--- src/rtl/hps_reset_sequencer.sv ---
// Reset-pulse sequencer: synchronizes per-channel request lines, latches qualified
// edges as pending requests and dispatches them one at a time as fixed-length pulses.
//
// state   | meaning
// --------+-----------------------------------------------------------
// S_IDLE  | no pulse active; lowest-index pending request dispatched
// S_PULSE | pulse_out[sel] high, counter counts down the pulse length
// S_GAP   | all pulses low, counter counts down the minimum idle gap
module hps_reset_sequencer #(
  parameter int                        NUM_CH      = 3,
  parameter int                        CNT_W       = 8,
  parameter logic [NUM_CH*CNT_W-1:0]   PULSE_LEN   = {8'd32, 8'd2, 8'd6},
  parameter logic [NUM_CH*2-1:0]       EDGE_MODE   = {2'd1, 2'd1, 2'd1},
  parameter int                        SYNC_STAGES = 2,
  parameter int                        GAP_CYCLES  = 4
) (
  input  logic              clk,
  input  logic              reset,
  input  logic [NUM_CH-1:0] req_in,
  input  logic              enable,
  input  logic              clear_overrun,
  output logic [NUM_CH-1:0] pulse_out,
  output logic [NUM_CH-1:0] pending,
  output logic [NUM_CH-1:0] overrun,
  output logic              busy
);

  localparam int                SEL_W     = (NUM_CH > 1) ? $clog2(NUM_CH) : 1;
  localparam logic [2:0]        MASK_INIT = 3'(SYNC_STAGES + 1);
  localparam logic [CNT_W-1:0]  GAP_LOAD  = CNT_W'(GAP_CYCLES);

  localparam logic [1:0] S_IDLE  = 2'd0;
  localparam logic [1:0] S_PULSE = 2'd1;
  localparam logic [1:0] S_GAP   = 2'd2;

  logic [NUM_CH-1:0] sync_q [SYNC_STAGES];
  logic [NUM_CH-1:0] prev_q;
  logic [NUM_CH-1:0] sync_out;
  logic [NUM_CH-1:0] edge_hit;
  logic [NUM_CH-1:0] edge_q;
  logic [NUM_CH-1:0] dispatch;
  logic [2:0]        mask_cnt;
  logic [1:0]        state;
  logic [CNT_W-1:0]  cnt;
  logic [SEL_W-1:0]  sel_next;
  logic [CNT_W-1:0]  pulse_load;
  logic              any_pend;

  assign sync_out = sync_q[SYNC_STAGES-1];
  assign busy     = (state != S_IDLE);
  assign any_pend = |pending;

  always_ff @(posedge clk) begin
    if (reset) begin
      for (int s = 0; s < SYNC_STAGES; s++) sync_q[s] <= '0;
      prev_q <= '0;
    end else begin
      sync_q[0] <= req_in;
      for (int s = 1; s < SYNC_STAGES; s++) sync_q[s] <= sync_q[s-1];
      prev_q <= sync_out;
    end
  end

  // Edges are ignored until the synchronizer has flushed the reset zeros.
  always_ff @(posedge clk) begin
    if (reset) begin
      mask_cnt <= MASK_INIT;
    end else if (mask_cnt != 3'd0) begin
      mask_cnt <= mask_cnt - 1'b1;
    end
  end

  always_comb begin
    edge_hit = '0;
    for (int i = 0; i < NUM_CH; i++) begin
      case (EDGE_MODE[2*i +: 2])
        2'd0:    edge_hit[i] = ~sync_out[i] & prev_q[i];
        2'd1:    edge_hit[i] = sync_out[i] & ~prev_q[i];
        2'd2:    edge_hit[i] = sync_out[i] ^ prev_q[i];
        default: edge_hit[i] = 1'b0;
      endcase
    end
  end

  assign edge_q = edge_hit & {NUM_CH{enable && (mask_cnt == 3'd0)}};

  always_comb begin
    sel_next = '0;
    for (int i = NUM_CH - 1; i >= 0; i--) begin
      if (pending[i]) sel_next = SEL_W'(i);
    end
  end

  assign pulse_load = PULSE_LEN[sel_next*CNT_W +: CNT_W];
  assign dispatch   = (state == S_IDLE && any_pend) ? (NUM_CH'(1) << sel_next) : '0;

  // A new edge on the channel being dispatched re-queues it without flagging overrun.
  always_ff @(posedge clk) begin
    if (reset) begin
      pending <= '0;
      overrun <= '0;
    end else begin
      pending <= (pending & ~dispatch) | edge_q;
      overrun <= (clear_overrun ? '0 : overrun) | (edge_q & pending & ~dispatch);
    end
  end

  always_ff @(posedge clk) begin
    if (reset) begin
      state     <= S_IDLE;
      cnt       <= '0;
      pulse_out <= '0;
    end else begin
      case (state)
        S_IDLE: begin
          if (any_pend) begin
            state     <= S_PULSE;
            cnt       <= pulse_load;
            pulse_out <= dispatch;
          end
        end
        S_PULSE: begin
          if (cnt <= CNT_W'(1)) begin
            pulse_out <= '0;
            if (GAP_CYCLES == 0) begin
              state <= S_IDLE;
            end else begin
              state <= S_GAP;
              cnt   <= GAP_LOAD;
            end
          end else begin
            cnt <= cnt - 1'b1;
          end
        end
        S_GAP: begin
          if (cnt <= CNT_W'(1)) state <= S_IDLE;
          else                  cnt   <= cnt - 1'b1;
        end
        default: begin
          state     <= S_IDLE;
          pulse_out <= '0;
        end
      endcase
    end
  end

endmodule

--- config.mk ---
export PLATFORM = sky130hd
export DESIGN_NAME = hps_reset_sequencer
export DESIGN_NICKNAME = d
export VERILOG_FILES = /design/src/rtl/hps_reset_sequencer.sv
export SDC_FILE = /design/constraint.sdc
export NUM_CORES = 1
export LEC_CHECK = 0
export ABC_AREA = 0
export BUFFER_PORTS_ARGS = -buffer_cell sky130_fd_sc_hd__buf_2
export CORE_MARGIN = 4
export CORE_UTILIZATION = 57
export DETAILED_ROUTE_END_ITERATION = 8
export PLACE_DENSITY = 0.78
export SETUP_SLACK_MARGIN = 0.05
export SYNTH_ARGS = -nofsm -noshare
export SYNTH_HDL_FRONTEND = slang
export SYNTH_SLANG_ARGS = --single-unit
--- constraint.sdc ---
create_clock -name clk -period 3.35 [get_ports clk]
set_clock_uncertainty 0.2 [all_clocks]
set_input_delay 0.1675 -clock clk [delete_from_list [all_inputs] [get_ports clk]]
set_output_delay 0.1675 -clock clk [all_outputs]
set_load 0.02 [all_outputs]
# --- Word-level counts from Yosys, hierarchy flattened ---
# Memory sizes are Yosys's and may differ from the RTL's.
# Index checks and enable logic that the tools add are counted.
op_classes:
  add_sub_neg: 2
  magnitude_cmp: 1
  n_eq_ne: 6
  shift: 2
  mux: 21
  bitwise_logic: 16
  n_reduce_logical: 11
op_table:
  columns: ["op", "count"]
  rows:
  - ["8-bit 2-to-1 mux", 3]
  - ["8-bit case mux with 3 select lines", 1]
  - ["24-bit by 6-bit variable part select with 8-bit output (first input constant)", 1]
  - ["3-bit 2-to-1 mux", 6]
  - ["3-bit bitwise AND", 4]
  - ["2-bit 2-to-1 mux", 6]
  - ["3-bit case mux with 3 select lines", 1]
  - ["3-bit AND reduction", 3]
  - ["8-bit by 1-bit less-or-equal comparator with 1-bit output (second input constant)", 1]
  - ["2-bit != test (second input constant)", 4]
  - ["8-bit by 1-bit subtractor with 8-bit output (second input constant)", 1]
  - ["3-bit OR", 2]
  - ["2-bit case mux with 3 select lines", 1]
  - ["3-bit nonzero test", 2]
  - ["1-bit inverter", 4]
  - ["1-bit bitwise AND", 3]
  - ["3-bit logical NOT", 1]
  - ["1-bit 2-to-1 mux", 3]
  - ["3-bit inverter", 1]
  - ["3-bit OR reduction", 1]
  - ["1-bit by 2-bit << shifter with 3-bit output (first input constant)", 1]
  - ["3-bit by 1-bit subtractor with 3-bit output (second input constant)", 1]
  - ["2-bit by 1-bit equality test with 1-bit output (second input constant)", 1]
  - ["2-bit equality test (second input constant)", 1]
  - ["other kinds (4)", 6]
totals:
  register_bits: 25
  mem_bits_rw: 6
  input_bits: 7
  output_inout_bits: 10
  elab_cells: 67
  memories: 1
memory_table:
  columns: ["memory", "depth", "word_bits", "read_ports", "rd_clocked_by_memory_dff", "write_ports", "line_no", "text"]
  rows:
  - ["sync_q", 2, 3, 2, 0, 2, "36", "logic [NUM_CH-1:0] sync_q [SYNC_STAGES];"]

# --- Longest topological paths before layout ---
depth:
  ltp_word: 8
  ltp_mapped: 7
  ltp_nobuf: 6

# --- Least setup slack after synthesis ---
# No wires, ideal clock.
synth_path:
  path_type: "flip-flop to flip-flop"
  startpoint: "register state[0]"
  endpoint: "register cnt[6]"
  setup_ns: 0.095
  t_arrival_ns: 2.042
  t_required_ns: 3.055
  path_slack_ns: 1.013
  path_stages_with_launch: 8
  path_buffers: 1
  period_less_slack_ns: 2.337
  path_cell_list: "dfxtp_1 > inv_1 > ha_1 > nor4b_1 > or2_2 > clkbuf_1 > or4_1 > a221oi_1"
synth_via:
  elab_chain_cells: 3
  word_cells_on_any_way: 8
  classes_between: "eq/ne: 4; mux: 1; reduce/logical: 3"
synth_rtl:
  columns: ["element", "line_no", "text"]
  rows:
  - ["start, declared", "43", "logic [1:0] state;"]
  - ["start signal, assigned", "110", "state <= S_IDLE;"]
  - ["start signal, assigned", "117", "state <= S_PULSE;"]
  - ["start signal, assigned", "126", "state <= S_IDLE;"]
  - ["2-bit equality test (tied with other cells)", "114", "case (state)"]
  - ["2-bit != test (no source line) / 3-bit nonzero test (equally long branches)", null, null]
  - ["3-bit AND reduction (no source line)", null, null]
  - ["end signal, assigned", "118", "cnt <= pulse_load;"]
  - ["end signal, assigned", "132", "cnt <= cnt - 1'b1;"]
  - ["end signal, assigned", "137", "else cnt <= cnt - 1'b1;"]
  - ["end, declared", "44", "logic [CNT_W-1:0] cnt;"]
# Parallel ways exist; a longest one is shown, timed or not.
# A chain may end at the register's enable or synchronous reset.

# --- Final worst setup path ---
layout_path:
  startpoint: "register cnt[0]"
  endpoint: "register cnt[7]"
layout_via:
  elab_chain_cells: 3
  word_cells_on_any_way: 7
  classes_between: "add/sub: 1; order compare: 1; eq/ne: 1; mux: 3; reduce/logical: 1"
layout_rtl:
  columns: ["element", "line_no", "text"]
  rows:
  - ["8-bit by 1-bit subtractor with 8-bit output / 8-bit by 1-bit less-or-equal comparator with 1-bit output (equally long branches)", null, null]
  - ["8-bit 2-to-1 mux (tied with other cells)", "136", "if (cnt <= CNT_W'(1)) state <= S_IDLE;"]
  - ["8-bit case mux with 3 select lines / 3-bit AND reduction (equally long branches)", null, null]
# Parallel ways exist; a longest one is shown, timed or not. The select of a mux whose other input is x is not followed.

==> impl_metrics.ini <==
[routing]
drt-wirelength-per-cell_um = 15.1
drt-vias-per-instance = 6.21
drt_first_pass_iters = 4
wl_um = 3340
vias = 1372
drt_iter0_drc = 78
ant_nets = 0
drc = 0

[worst_setup_path]
path_cells = inv_1 > ha_1 > o21bai_1 > nor4_1 > buf_4 > or4_1 > a221oi_1
cp_max_fo = 11
reg2reg_from = cnt[0]
critPathKind = flip-flop to flip-flop
slowest_stage = or4_1
critPathArrivalTime_ns = 2.55
cp-end-kind = flip-flop
cpPeakStageDelay_ns = 0.47
crit_path_start_kind = flip-flop
r2r_cells = 7
reg2reg_to = cnt[7]
cp.required_ns = 3.38
reg2reg_slack_ns = 0.83

[die]
core_um2 = 2500
die_x_um = 59.4
ios = 17
die-area_um2 = 3530
die_h_um = 59.4
rows = 18
initial_utilization_pct = 60.3

[finish]
syn2layout_area_growth_pct = 12.2
final_cell_area_um2 = 1690
diodes = 0
drive_gt1_share_pct = 14.1
nNetsFinal = 206
n_fill_cell = 195

[min_path]
hold_path_end = pending[1]
min_path_cells = 2
hold_path_class = primary input to flip-flop
worstHoldStart = reset

[global_routing]
grt_pass1_vias = 1373
top_usage_layer = met2
overflow = 0
antenna_found_initial = 0
use_met3_pct = 6.10
grt_max_degree = 30
grt_use_met1_pct = 25.6
grt_pass1_wl_um = 5820
grt_usage_pct = 21.4
met2_usage_pct = 35.7

[logic_synthesis]
seq_area_frac_synth_pct = 41.2
ys_ff_latch = 31
synth.avg_cell_area_um2 = 8.77
syn-num-nets = 187
syn_inst = 172
syn_area_um2 = 1510
yosysUniqueCellTypes = 41
synth-edff-count = 0
synth_warnings = 0
synth_flop_cell = dfxtp_1
synthArstFlopShare_pct = 0

[clock_network]
htreeDepth = 2
clkLatencyLatePin_ns = 0.32
tritoncts = built
postCtsSetupRepairBufs = 0
cts-root-buf = clkbuf_4
cts_sinks = 31
clockBufferDepth = 2
cts_made_buffers = 5
path_clk_slew_ns = 0.10

[power]
p_comb_share_pct = 11.4
p_int_mw = 0.514
power.leakage_nw = 0.702
p_per_area_nw_per_um2 = 409
pwr-share-seq_pct = 56.8
max-vdd-ir-drop_mv = 0.339
total_power_mw = 0.692
clkPwrFrac_pct = 31.8
swShare_pct = 25.7
p_switching_mw = 0.178

[timing]
fmax_ghz = 0.397
relSlewSlack_pct = 42.4
hold_violations = 0
slew_viol_final = 0
finalCriticalPeriod_ns = 2.52
setup_viol = 0
period_share_pct = 75.2
timing.hold.ws_ns = 0.0988
grt_setup_unrepaired = no
setup_tns_ns = 0
worst_pin_slew_ns = 0.852
fin_ws_ns = 0.831

[job]
drv_cap = 0

[place]
placed_cell_area_um2 = 1600
gp_congestion = 0.888
dp_worst_setup_slack_ns = 0.883
io_buffer_count = 16
place_hpwl_um = 2230

[run_status]
status = completed
## worst max-delay path by stage
stage | start | endpoint | slack [ns] | cells after the start
5_1_grt | cnt[0] | cnt[3] | 0.65 | 7
2_1_floorplan | state[0] | cnt[6] | 1.01 | 7
3_3_place_gp | state[0] | cnt[4] | 1.03 | 6
4_1_cts | cnt[0] | cnt[7] | 0.86 | 7
3_5_place_dp | cnt[0] | cnt[7] | 0.88 | 7
6_report | cnt[0] | cnt[7] | 0.83 | 7
## metal layers
metal,wire (um),vias to the layer above
met1,1500,640
met3,255,8
met5,0,-
li1,-,668
met4,39,0
met2,1550,56
## registers in the layout, indices dropped and copies added, names as in the netlist
name,flops
cnt,8
mask_cnt,3
overrun,3
pending,3
prev_q,3
pulse_out,3
state,2
sync_q,6
## cells in the final DEF (no fill, tap or decap), drive strengths merged, types with 2 or more instances in the layout
| master | Yosys | final |
|---|---|---|
| nand3b | 2 | 2 |
| inv | 11 | 11 |
| a311oi | 2 | 2 |
| or4 | 5 | 5 |
| o31a | 2 | 2 |
| and3b | 2 | 2 |
| clkbuf | 7 | 6 |
| or3 | 2 | 2 |
| nor3 | 4 | 4 |
| a221oi | 5 | 5 |
| o21ai | 7 | 7 |
| nor2b | 11 | 11 |
| buf | 2 | 17 |
| or2 | 2 | 2 |
| nand4 | 3 | 3 |
| a21oi | 10 | 10 |
| nor2 | 13 | 13 |
| nor4 | 6 | 6 |
| nand2 | 8 | 8 |
| a31oi | 3 | 3 |
| dfxtp | 31 | 31 |
| nand2b | 3 | 3 |
| o31ai | 7 | 7 |
| dlygate4sd3 | 0 | 4 |
| ha | 8 | 8 |
## final cells by class
class | count | area [um^2] | share of cell area, %
clock buffers | 6 | 51.3 | 3.03
clock inverters | 1 | 5.00 | 0.296
inverters | 11 | 41.3 | 2.44
multi-input cells | 121 | 808 | 47.8
flip-flops and latches | 31 | 621 | 36.7
well taps | 30 | 37.5 | 2.22
repair buffers | 21 | 128 | 7.54
## cell usage after synthesis, types with 2 or more instances
cell type | count | share of area [%]
dfxtp_1 | 31 | 41
nor2_1 | 13 | 3.2
inv_1 | 11 | 2.7
nor2b_1 | 11 | 4.6
a21oi_1 | 10 | 3.3
ha_1 | 8 | 6.6
nand2_1 | 8 | 2.0
o21ai_0 | 7 | 2.3
o31ai_1 | 7 | 3.5
clkbuf_1 | 6 | 1.5
nor4_1 | 6 | 2.5
a221oi_1 | 5 | 2.9
or4_1 | 5 | 2.5
nor3_1 | 4 | 1.3
a31oi_1 | 3 | 1.2
nand2b_1 | 3 | 1.2
nand4_1 | 3 | 1.2
a311oi_1 | 2 | 1.2
and3b_1 | 2 | 1.2
buf_2 | 2 | 0.66
nand3b_1 | 2 | 1.0
o31a_1 | 2 | 1.2
or2_2 | 2 | 0.83
or3_1 | 2 | 0.83
## power groups by stage
stage          combinational [mW]  clock, mW  sequential [mW]
6_report                   0.0788      0.220            0.393
4_1_cts                    0.0785      0.225            0.393
2_1_floorplan              0.0607          0            0.398
5_1_grt                    0.0917      0.237            0.395
3_5_place_dp               0.0744          0            0.401
3_3_place_gp               0.0713          0            0.400
## per-stage QoR
stage                     instances  utilization (%)
after floorplan                 172                -
after global placement          210             63.8
after detailed placement        210             63.8
after CTS                       221             67.7
after global routing            221             67.7
final                           221             67.7
## cells by family (layout without fill, tap and decap cells)
| kind of cell | after synthesis | after routing | synth area share [%] |
|---|---|---|---|
| compound gates | 46 | 46 | 21.2 |
| xor+xnor | 2 | 2 | 1.16 |
| fa+ha+maj | 8 | 8 | 6.64 |
| buf+inv | 20 | 39 | 5.23 |
| flops | 31 | 31 | 41.2 |
| mux | 1 | 1 | 0.664 |
| simple gates | 64 | 64 | 24.0 |
## repair_timing
item | CTS | global route
endpoints found under the hold margin | 5 | 0
hold buffers | 4 | 0
setup endpoints to repair | 0 | 0
resized for setup | 0 | 0
## critical path: cells and delay by family (launching register included)
kind                       cells  cell delay [ns]
and+or+nand+nor                2             0.56
DFF                            1             0.43
AOI/OAI and AO/OA              2             0.66
adders and majority gates      1             0.27
buffers and inverters          2             0.30
Power figures use the tool's default switching activity.
